===== src/rtl/mcu_port_arbiter.sv =====
// Arbitrates the DDR controller user-request port between cache (C) and DMA (D).
// Optional cache priority with DMA starvation guard: define MCU_ARB_CACHE_PRIORITY_EN.
module mcu_port_arbiter #(
  parameter int unsigned TIMEOUT = 255
`ifdef MCU_ARB_CACHE_PRIORITY_EN
  , parameter int unsigned STARVE_LIMIT = 4
`endif
) (
  input  logic        MCU_CLK,
  input  logic        RST,
  input  logic [31:0] c_addr,
  input  logic        c_we,
  input  logic        c_req,
  input  logic [31:0] c_wdata,
  output logic        c_ack,
  output logic [31:0] c_rdata,
  output logic        c_err,
  input  logic [31:0] d_addr,
  input  logic        d_we,
  input  logic        d_req,
  input  logic [31:0] d_wdata,
  output logic        d_ack,
  output logic [31:0] d_rdata,
  output logic        d_err,
  output logic [31:0] mem_addr,
  output logic        mem_we,
  output logic        mem_req,
  output logic [31:0] mem_wdata,
  input  logic        mem_ack,
  input  logic [31:0] mem_rdata,
  output logic        grant_dma
);

  localparam int unsigned DW  = 32;
  localparam int unsigned WDW = 8;

  typedef enum logic [1:0] {ST_IDLE, ST_BUSY, ST_RECOVER} state_t;

  state_t          state_q, state_d;
  logic            rr_q, rr_d;
  logic [WDW-1:0]  wdog_q, wdog_d;
  logic [DW-1:0]   mem_addr_q, mem_addr_d;
  logic [DW-1:0]   mem_wdata_q, mem_wdata_d;
  logic            mem_we_q, mem_we_d;
  logic            mem_req_q, mem_req_d;
  logic            grant_dma_q, grant_dma_d;
  logic            c_ack_q, c_ack_d, d_ack_q, d_ack_d;
  logic            c_err_q, c_err_d, d_err_q, d_err_d;
  logic [DW-1:0]   c_rdata_q, c_rdata_d, d_rdata_q, d_rdata_d;
  logic            tie_dma_c;
  logic            pick_dma_c;
`ifdef MCU_ARB_CACHE_PRIORITY_EN
  logic [WDW-1:0]  starve_q, starve_d;

  // Cache wins ties until D has been passed over STARVE_LIMIT times in a row.
  assign tie_dma_c = (starve_q >= WDW'(STARVE_LIMIT));
`else
  assign tie_dma_c = rr_q;
`endif

  assign pick_dma_c = (c_req && d_req) ? tie_dma_c : d_req;

  always_ff @(posedge MCU_CLK or posedge RST) begin
    if (RST) begin
      state_q     <= ST_IDLE;
      rr_q        <= 1'b0;
      wdog_q      <= '0;
      mem_addr_q  <= '0;
      mem_wdata_q <= '0;
      mem_we_q    <= 1'b0;
      mem_req_q   <= 1'b0;
      grant_dma_q <= 1'b0;
      c_ack_q     <= 1'b0;
      d_ack_q     <= 1'b0;
      c_err_q     <= 1'b0;
      d_err_q     <= 1'b0;
      c_rdata_q   <= '0;
      d_rdata_q   <= '0;
`ifdef MCU_ARB_CACHE_PRIORITY_EN
      starve_q    <= '0;
`endif
    end else begin
      state_q     <= state_d;
      rr_q        <= rr_d;
      wdog_q      <= wdog_d;
      mem_addr_q  <= mem_addr_d;
      mem_wdata_q <= mem_wdata_d;
      mem_we_q    <= mem_we_d;
      mem_req_q   <= mem_req_d;
      grant_dma_q <= grant_dma_d;
      c_ack_q     <= c_ack_d;
      d_ack_q     <= d_ack_d;
      c_err_q     <= c_err_d;
      d_err_q     <= d_err_d;
      c_rdata_q   <= c_rdata_d;
      d_rdata_q   <= d_rdata_d;
`ifdef MCU_ARB_CACHE_PRIORITY_EN
      starve_q    <= starve_d;
`endif
    end
  end

  always_comb begin
    state_d     = state_q;
    rr_d        = rr_q;
    wdog_d      = wdog_q;
    mem_addr_d  = mem_addr_q;
    mem_wdata_d = mem_wdata_q;
    mem_we_d    = mem_we_q;
    mem_req_d   = mem_req_q;
    grant_dma_d = grant_dma_q;
    c_ack_d     = 1'b0;
    d_ack_d     = 1'b0;
    c_err_d     = 1'b0;
    d_err_d     = 1'b0;
    c_rdata_d   = c_rdata_q;
    d_rdata_d   = d_rdata_q;
`ifdef MCU_ARB_CACHE_PRIORITY_EN
    starve_d    = starve_q;
`endif
    case (state_q)
      ST_IDLE: begin
        if (c_req || d_req) begin
          state_d     = ST_BUSY;
          grant_dma_d = pick_dma_c;
          mem_addr_d  = pick_dma_c ? d_addr : c_addr;
          mem_we_d    = pick_dma_c ? d_we : c_we;
          mem_wdata_d = pick_dma_c ? d_wdata : c_wdata;
          mem_req_d   = 1'b1;
          wdog_d      = '0;
          rr_d        = ~pick_dma_c;
`ifdef MCU_ARB_CACHE_PRIORITY_EN
          if (!pick_dma_c && d_req && (starve_q != '1)) begin
            starve_d = starve_q + WDW'(1);
          end else if (pick_dma_c || !d_req) begin
            starve_d = '0;
          end
`endif
        end
      end
      ST_BUSY: begin
        if (wdog_q != '1) begin
          wdog_d = wdog_q + WDW'(1);
        end
        // Completion beats the watchdog when both land in the same cycle.
        if (mem_ack) begin
          state_d   = ST_RECOVER;
          mem_req_d = 1'b0;
          if (grant_dma_q) begin
            d_ack_d   = 1'b1;
            d_rdata_d = mem_rdata;
          end else begin
            c_ack_d   = 1'b1;
            c_rdata_d = mem_rdata;
          end
        end else if (wdog_q >= WDW'(TIMEOUT - 1)) begin
          state_d   = ST_RECOVER;
          mem_req_d = 1'b0;
          if (grant_dma_q) begin
            d_ack_d   = 1'b1;
            d_err_d   = 1'b1;
            d_rdata_d = '0;
          end else begin
            c_ack_d   = 1'b1;
            c_err_d   = 1'b1;
            c_rdata_d = '0;
          end
        end
      end
      ST_RECOVER: begin
        state_d = ST_IDLE;
      end
      default: begin
        state_d = ST_IDLE;
      end
    endcase
  end

  assign mem_addr  = mem_addr_q;
  assign mem_we    = mem_we_q;
  assign mem_req   = mem_req_q;
  assign mem_wdata = mem_wdata_q;
  assign grant_dma = grant_dma_q;
  assign c_ack     = c_ack_q;
  assign d_ack     = d_ack_q;
  assign c_err     = c_err_q;
  assign d_err     = d_err_q;
  assign c_rdata   = c_rdata_q;
  assign d_rdata   = d_rdata_q;

endmodule


===== config.mk =====
export PLATFORM = sky130hd
export DESIGN_NAME = mcu_port_arbiter
export DESIGN_NICKNAME = d
export VERILOG_FILES = /design/src/rtl/mcu_port_arbiter.sv
export SDC_FILE = /design/constraint.sdc
export NUM_CORES = 1
export LEC_CHECK = 0
export ABC_AREA = 1
export ABC_CLOCK_PERIOD_IN_PS = 15800
export CORE_MARGIN = 5
export CORE_UTILIZATION = 30
export CTS_CLUSTER_DIAMETER = 200
export CTS_CLUSTER_SIZE = 28
export DETAILED_ROUTE_END_ITERATION = 10
export PLACE_DENSITY = 0.72
export SYNTH_ARGS = -nofsm -noshare
export SYNTH_HDL_FRONTEND = slang
export SYNTH_SLANG_ARGS = --single-unit

===== constraint.sdc =====
create_clock -name MCU_CLK -period 15.8 [get_ports MCU_CLK]
set_input_delay 3.95 -clock MCU_CLK [delete_from_list [all_inputs] [get_ports MCU_CLK]]
set_output_delay 3.95 -clock MCU_CLK [all_outputs]
set_load 0.05 [all_outputs]

==> impl_metrics.tcl <==
set metrics [dict create \
    nNetsFinal 1193 \
    top_usage_layer "met2" \
    gp_congestion 0.8490 \
    hold_ws_ps 468.6 \
    wl_per_cell_um 16.59 \
    status "complete, no violations" \
    cpPeakStageDelay_ps 690 \
    worstSetupPathType "input pin to register" \
    avgSynthCellArea_um2 8.422 \
    final_cells 1307 \
    cp_num_buf_inv 3 \
    synth_cells 744 \
    ctsResizeCount 0 \
    netlist_area_um2 6266 \
    vias 6146 \
    vias_per_cell 4.702 \
    timing.fmax_mhz 159.4 \
    finalWorstSetupSlack_ps 9525 \
    slew_headroom_pct 45.18 \
    postRouteAntennaNets 0 \
    cts_hold_buffers 0 \
    yosysUniqueCellTypes 22 \
    final_util_pct 49.32 \
    die_y_um 154.5 \
    dp_hpwl_mm 15.47 \
    tightest_slew_ps 822.3 \
    final_cell_mix "nand2_1 (352), clkdlybuf4s50_1 (300), dfrtp_1 (146), nand3_1 (74), nand4_1 (66)" \
    ys_warn_count 0 \
    cpMostUsedCell "buf_4" \
    fp-row-count 52 \
    maxCapViolations 0 \
    fin_crit_ps 6275 \
    vdd_drop_max_mv 0.1082 \
    end_kind "register" \
    grt_pass1_vias 6162 \
    grtUsageMet2_pct 29.24 \
    ys_ff_latch 146 \
    first_pass_iters 4 \
    gr-usage-all-layers_pct 17.62 \
    worstPathMaxFanout 66 \
    grt_start_max_net_pins 91 \
    die_w_um 154.5 \
    hold_class "register to register" \
    die_area_um2 23880 \
    path_cells "clkdlybuf4s50_1, nor2_1, nor2_2, nand2_2, buf_4, a21oi_4, buf_4, nand2_1, nand3_1" \
    met1_usage_pct 21.83 \
    layout_commonest_cell "nand2_1" \
    n_antenna_cell 0 \
    powerDensity_nw_per_um2 234.2 \
    synth_fp_nets 913 \
    coreArea_um2 20430 \
    numCtsBuffers 17 \
    cts_tree "done" \
    antenna_found_initial 0 \
    cts_root_buffer "clkbuf_16" \
    setup_viol 0 \
    min_period_over_period_pct 39.72 \
    grt_pass1_wl_mm 33.52 \
    finClkSkew_ps 8.413 \
    finalSetupTns_ps 0 \
    placed_cells 1275 \
    io_pins 302 \
    post-route-drc-count 0 \
    htreeDepth 4 \
    place_ws_ps 9055 \
    port_buffers 301 \
    rsz0062_at_grt "no" \
    crit_slowest_cell "a21oi_4" \
    area_growth_pct 60.80 \
    cts_setup_buffers 0 \
    met3_usage_pct 6.007 \
    cts_buffer_depth 2 \
    path_clk_slew_ps 60 \
    crit_family "buffers and inverters" \
    slew_viol_final 0 \
    power_leakage_nw 4.608 \
    overflow 0 \
    cp.required_ps 16150 \
    synth-seq-area-share_pct 58.31 \
    clkLatencyLatePin_ps 410 \
    drive_gt1_share_pct 4.822 \
    crit_arrival_ps 6620 \
    floorplan.initialDensity_pct 30.67 \
    routed_wirelength_mm 21.68 \
    drt_iter0_markers 282 \
    cp-start-kind "input pin" \
    clock-sinks 146 \
    hold_viol 0 \
]
[area by class of cell]
cell class	count	area, um^2
clock inverter	15	182.7
tap	270	337.8
clock buffer	17	425.4
fill	1973	10350
multi-input combinational	530	2328
timing repair buffer	309	3068
inverter	20	80.08
sequential	146	3654
[final timing paths]
check | start | to | slack [ps] | depth (start not counted)
worst min register to register | d_rdata[15] | d_rdata[15] | 470 | 2
worst min-delay path | d_rdata[15] | d_rdata[15] | 470 | 2
worst max-delay path | d_req | mem_wdata[17] | 9520 | 9
min in group asynchronous | RST | c_rdata[12] | 4070 | 2
worst max register to register | state_q[1] | d_rdata[25] | 13210 | 7
max in group asynchronous | RST | mem_addr[27] | 10440 | 3
[Yosys cell counts (all sizes together)]
library cell / n / area (um^2)
clkbuf: 18 / 67.56
nor4: 2 / 12.51
ha: 2 / 25.02
nand2: 353 / 1328
a21oi: 5 / 28.78
inv: 19 / 71.31
or2: 1 / 6.260
buf: 30 / 156.4
clkinv: 1 / 3.750
nor2: 14 / 55.06
nand3: 76 / 390.4
nand4: 66 / 412.9
o21ai: 11 / 55.05
dfrtp: 146 / 3654
[state kept, by name, summed over array words and instances (netlist names)]
signal,cells
c_rdata,32
d_rdata,32
mem_addr,32
mem_wdata,32
wdog_q,8
state_q,2
c_ack,1
c_err,1
d_ack,1
d_err,1
grant_dma,1
mem_req,1
mem_we,1
rr_q,1
[power by group]
group          total (W)  internal [W]  switching [W]  leakage, nW
clock network   0.000420      0.000241       0.000179        0.298
registers       0.000632      0.000538      0.0000937         1.83
logic            0.00131      0.000404       0.000905         2.48
[logic make-up after synthesis]
| logic type | share of synthesized area, % |
|---|---|
| buffers and inverters | 4.772 |
| adder cells (fa/ha/maj) | 0.3993 |
| AO/OA/AOI/OAI | 1.338 |
| AND/OR/NAND/NOR | 35.18 |
| flip-flops | 58.31 |
[metrics by stage]
step | area, um^2 | power, W
floorplan | 6266 | 0.001479
global placement | 9468 | 0.001946
detailed placement | 9468 | 0.001960
CTS | 10080 | 0.002391
global route | 10080 | 0.002490
finish | 10080 | 0.002360
[worst min-delay path, stage by stage (launching register included)]
cell and delay [ps]:
dfrtp_1 340, nand2_1 50, nand2_1 40
[metal layers]
layer / wire, um / share of wire [%]
met5: 0 / 0
met4: 380 / 1.8
met3: 1945 / 9.0
met2: 10340 / 48
met1: 9008 / 42
(Power assumes the default switching activity.)
